==> src/rtl/fifo_stream_adapter.sv <==
// fifo_stream_adapter: turns a registered-read FIFO pull port into a valid/ready stream source
module fifo_stream_adapter #(
    parameter int WIDTH = 8,
    parameter int CNT_W = 16
) (
    input  logic             clk,
    input  logic             rst,
    input  logic             fifo_empty,
    input  logic [WIDTH-1:0] fifo_rd_data,
    output logic             fifo_rd_en,
    output logic             m_valid,
    output logic [WIDTH-1:0] m_data,
    input  logic             m_ready,
    output logic [CNT_W-1:0] xfer_count
);
    logic [WIDTH-1:0] mem [2];
    logic             wr_ptr;
    logic             rd_ptr;
    logic [1:0]       count;
    logic             inflight;
    logic             deq;

    assign deq        = m_valid && m_ready;
    assign m_valid    = count != 2'd0;
    assign m_data     = mem[rd_ptr];
    assign fifo_rd_en = !rst && !fifo_empty && ({1'b0, count} + {2'b0, inflight} - {2'b0, deq} < 3'd2);

    // Two-entry skid buffer fed by the in-flight FIFO read, drained by stream handshakes
    always_ff @(posedge clk or posedge rst) begin
        if (rst) begin
            mem[0]     <= '0;
            mem[1]     <= '0;
            wr_ptr     <= 1'b0;
            rd_ptr     <= 1'b0;
            count      <= 2'd0;
            inflight   <= 1'b0;
            xfer_count <= '0;
        end else begin
            inflight <= fifo_rd_en;
            if (inflight) begin
                mem[wr_ptr] <= fifo_rd_data;
                wr_ptr      <= ~wr_ptr;
            end
            if (deq) begin
                rd_ptr     <= ~rd_ptr;
                xfer_count <= xfer_count + CNT_W'(1);
            end
            count <= count + {1'b0, inflight} - {1'b0, deq};
        end
    end
endmodule

==> config.mk <==
export PLATFORM = sky130hd
export DESIGN_NAME = fifo_stream_adapter
export DESIGN_NICKNAME = d
export VERILOG_FILES = /design/src/rtl/fifo_stream_adapter.sv
export SDC_FILE = /design/constraint.sdc
export NUM_CORES = 1
export LEC_CHECK = 0
export ABC_AREA = 0
export ABC_CLOCK_PERIOD_IN_PS = 2700
export CORE_ASPECT_RATIO = 0.8
export CORE_MARGIN = 1.5
export CORE_UTILIZATION = 40
export DETAILED_ROUTE_END_ITERATION = 8
export GPL_TIMING_DRIVEN = 0
export PLACE_DENSITY = 0.73
export SLEW_MARGIN = 30
export SYNTH_ARGS = -nofsm -noshare
export SYNTH_HDL_FRONTEND = slang
export SYNTH_SLANG_ARGS = --single-unit
==> constraint.sdc <==
create_clock -name clk -period 2.7 [get_ports clk]
set_clock_uncertainty 0.05 [all_clocks]
set_input_delay 0.405 -clock clk [delete_from_list [all_inputs] [get_ports clk]]
set_output_delay 0.405 -clock clk [all_outputs]
set_load 0.05 [all_outputs]
Word level (Yosys, flattened, before mapping)
Index checks and enable logic that the tools add are counted.
{ "word_totals": {"romBits": 0, "mem_bits_rw": 0, "reg_bits": 37, "in_bits": 12, "mem_count": 0, "wordCells": 33, "output_inout_bits": 26, "latch_bits": 0} }
{ "classes": {"order_cmp": 4, "mul": 0, "bitwise": 4, "n_div": 0, "n_reduce_logical": 7, "eq_ne": 0, "n_mux": 6, "add_sub_neg": 5, "shifts": 0} }
{ "op_table": {"columns": ["op", "n"], "rows": [
  ["$mux 8", 4],
  ["$add 16x1->16 const B", 1],
  ["$bwmux 16", 1],
  ["$demux 8 s1", 1],
  ["$ge 2x2->1 const B", 2],
  ["$logic_and 1x1->1", 4],
  ["$not 1->2", 2],
  ["$add 2x1->3", 1],
  ["$lt 3x2->1 const B", 1],
  ["$sub 3x1->3", 1],
  ["$add 2x1->2", 1],
  ["$logic_not 1->1", 2],
  ["$lt 2x1->1 const B", 1],
  ["$not 1->1", 2],
  ["$reduce_bool 2->1", 1],
  ["$sub 2x1->2", 1]
]} }

Logic depth before layout (Yosys ltp)
{ "logic_depth": {"word_depth": 6, "depth_mapped": 9, "ltp_nobuf": 9} }

Worst setup path after synthesis
Ideal clock, no wire load.
{ "synth_timing": {"path_type": "reg2out", "start": "register count[1]", "end": "output port fifo_rd_en", "arrival_ns": 3.597, "path_buffers": 0, "required_ns": 2.245, "stages_incl_launch_ff": 9, "path_slack_ns": -1.352, "cell_sequence": "dfrtp_1 > or2_2 > nand2_1 > inv_2 > ha_1 > inv_1 > ha_1 > fa_1 > nor4_1"} }
{ "synth_between": {"elab_chain_cells": 5} }
{ "synth_rtl": {"columns": ["item", "line_no", "source"], "rows": [
  ["from (decl)", "19", "logic [1:0] count;"],
  ["from (signal assigned)", "48", "count <= count + {1'b0, inflight} - {1'b0, deq};"],
  ["$reduce_bool 2->1", "24", "assign m_valid = count != 2'd0;"],
  ["named net m_valid", "11", "output logic m_valid,"],
  ["$logic_and 1x1->1", "23", "assign deq = m_valid && m_ready;"],
  ["named net deq", "21", "logic deq;"],
  ["$sub 3x1->3", "26", "assign fifo_rd_en = !rst && !fifo_empty && ({1'b0, count} + {2'b0, inflight} - {2'b0, deq} < 3'd2);"],
  ["$lt 3x2->1", "26", null],
  ["$logic_and 1x1->1", "26", null],
  ["to (decl)", "10", "output logic fifo_rd_en,"]
]} }
The timed path passes the listed nets, and every way through them passes these cells.

Worst setup path after layout
{ "layout_timing": {"start": "register count[1]", "end": "output port fifo_rd_en"} }
{ "layout_between": {"elab_chain_cells": 5} }
{ "layout_rtl": {"columns": ["item", "line_no"], "rows": [
  ["$reduce_bool 2->1", "24"],
  ["$logic_and 1x1->1", "23"],
  ["named net deq", "21"],
  ["$sub 3x1->3", "26"],
  ["$lt 3x2->1", "26"],
  ["$logic_and 1x1->1", "26"]
]} }
The timed path passes the listed nets, and every way through them passes these cells.

==> impl_metrics.toml <==
[timing]
timing.final.crit_share = 1.072
finalSetupViolCount = 1
relSlewSlack = 0.5113
finalSetupTns_ps = -194.3
max_freq_mhz = 345.5
rsz0062_at_grt = "true"
drv_slew = 0
hold_viol_final = 0
tightest_slew_ps = 732.0
period_minus_slack_ps = 2894
layout_setup_ws_ps = -194.3

[pwr]
switching_share = 0.4217
internal-power_mw = 1.691
p_sw_mw = 1.233
cellPowerDensity_nw_per_um2 = 1264
p_clk_frac = 0.161
p_leak_nw = 1.002
power_frac_seq = 0.310
combPwrFrac = 0.529
vdd_drop_max_uv = 820.2

[synthesis]
synth_simple_gate_area_frac = 0.1193
synthXorXnorAreaFrac = 0.09517
synth_cells = 125
synth_mux_area_frac = 0.1631
yosys_warnings = 0
yosys.cell_types.count = 24
synth_fa_ha_area_frac = 0.03474
postSynthAreaPerCell_um2 = 13.25
yosysSeqAreaShare = 0.5589
syn_nets = 141
ys_seq_elements = 37
syn_area_um2 = 1657
synth_top_family_by_area = "multiplexers"
synth_compound_area_frac = 0.01284

[drt]
first_iter_violations = 28
drc = 0
vias = 1087
detail-route-antenna-nets = 0
via_per_inst = 4.706
firstDrtPassIters = 4
wl_per_cell_um = 13.14
wl_um = 3036

[floorplanning]
ios = 38
chipHeight_um = 60.56
core-area_um2 = 3879
start_util = 0.4271
die_w_um = 74.95
dieArea_um2 = 4539
rows = 20

[finish]
final_cell_mix = "36 x dfrtp_1, 35 x clkdlybuf4s50_1, 24 x mux2_2, 11 x xnor2_1, 10 x nand2_1"
area.growth.synth_to_final_pct = 39.58
nets = 191
drive_gt1_frac = 0.3011
utilization = 0.5961
antennaDiodeCount = 0
final_common_cell = "dfrtp_1"
final_cells = 231
stdcell_area_um2 = 2312

[place]
dp.cells = 217
hpwl_um = 2209
dpl_cell_area_um2 = 2138
port_buffers = 37
gp_congestion = 0.7894

[cts]
clk_pin_slew_ps = 80
clock_path_buffers = 2
cts_sinks = 37
cts_htree_levels = 2
root_buffer = "clkbuf_8"
clk_latency_ps = 280
cts_tree = "built"
postCtsHoldBufs = 0
numCtsBuffers = 5

[flow_run]
drv_cap = 0

[critical_path]
cp_max_fo = 2
crit_start = "count[1]"
path_class = "flip-flop to primary output"
worstSetupStartpointType = "flip-flop"
cp.arrival_ps = 2440
r2r_start = "count[1]"
critPathCaptureType = "primary output"
crit_required_ps = 2250

[global_routing]
gr-total-overflow = 0
grt_pass1_vias = 1105
grt_max_degree = 38
track_usage = 0.1476
antenna_found_initial = 0
grt_pass1_wl_um = 4926

[hold_path]
hold_class = "flip-flop to flip-flop"
min_from = "xfer_count[15]"

[status]
failed_checks = "setup timing"
outcome = "complete, but fails checks"
routing by layer:
| layer | part of all wire | vias up | track usage |
|---|---|---|---|
| met1 | 0.46 | 541 | 0.1946 |
| li1 | - | 526 | - |
| met3 | 0.036 | 2 | 0.03654 |
| met4 | 0.0089 | 0 | 0.03896 |
| met2 | 0.49 | 18 | 0.2465 |
| met5 | 0 | - | 0 |
metrics by stage:
stage                     hold slack (ps)  power, mW  setup slack, ps
final                               429.5      2.924           -194.3
after global routing                464.0      3.097           -305.9
after CTS                           430.1      2.945           -202.0
after detailed placement            419.3      2.395           -966.0
after global placement              411.2      2.344           -963.7
after floorplan                     410.4      1.986           -293.3
what timing repair did:
action,4_1_cts,5_1_grt
setup endpoints to repair,1,1
resized for setup,10,1
hold endpoints to repair,0,0
pin swaps,4,1
buffers inserted,6,0
flip-flops by register name (all words and copies together), names as in the netlist:
| register | cells |
|---|---|
| count | 2 |
| inflight | 1 |
| mem | 16 |
| rd_ptr | 1 |
| wr_ptr | 1 |
| xfer_count | 16 |
power by group through the flow:
stage | clock [mW] | sequential (mW) | combinational [mW]
2_1_floorplan | 0 | 1.05 | 0.941
3_3_place_gp | 0 | 0.909 | 1.44
3_5_place_dp | 0 | 0.930 | 1.46
4_1_cts | 0.485 | 0.905 | 1.55
5_1_grt | 0.517 | 0.929 | 1.65
6_report | 0.471 | 0.906 | 1.55
synthesized netlist by cell type, drive strengths merged:
cell type	count	area share
inv	6	0.014
and4	1	0.0053
nor3	1	0.0030
and2	3	0.011
fa	1	0.012
or2	2	0.0076
nor3b	1	0.0076
dfrtp	37	0.56
o211ai	1	0.013
xnor2	11	0.058
xor2	7	0.037
nand4	5	0.019
nor2	4	0.011
clkbuf	1	0.0023
and3	2	0.0076
mux2	24	0.16
nand2	11	0.025
ha	3	0.023
nand3	2	0.0060
nor4	2	0.017
critical path, stage by stage (launching register included):
cell	delay, ps
dfrtp_2	400
or2_4	260
nand2_4	70
inv_4	40
ha_4	240
inv_2	30
ha_4	140
fa_2	450
nor4_4	320
buf_6	200
path summary, 6_finish.rpt:
check | cells past startpoint | to | slack [ps]
hold / removal | 1 | xfer_count[15] | 430
max in group asynchronous | 2 | count[1] | 1500
hold reg to reg | 1 | xfer_count[15] | 430
setup reg to reg | 9 | inflight | 480
min in group asynchronous | 2 | mem[0] | 600
setup / recovery | 9 | fifo_rd_en | -190
cells by family (layout without fill, tap and decap cells):
kind of cell / after synthesis / count (layout)
AO/OA/AOI/OAI: 1 / 1
AND/OR/NAND/NOR: 34 / 34
XOR/XNOR: 18 / 18
flip-flops: 37 / 37
buffers and inverters: 7 / 58
adder cells (fa/ha/maj): 4 / 4
multiplexers: 24 / 24
final cells by class:
cell class	instances	area (um2)
clock inverter	3	46.29
fill	315	1567
clock buffer	5	68.82
inverter	6	25.02
tap	55	68.82
sequential	37	927.1
multi-input combinational	81	757.0
timing repair buffer	43	415.4
buffer	1	3.754
(Power assumes the default switching activity.)
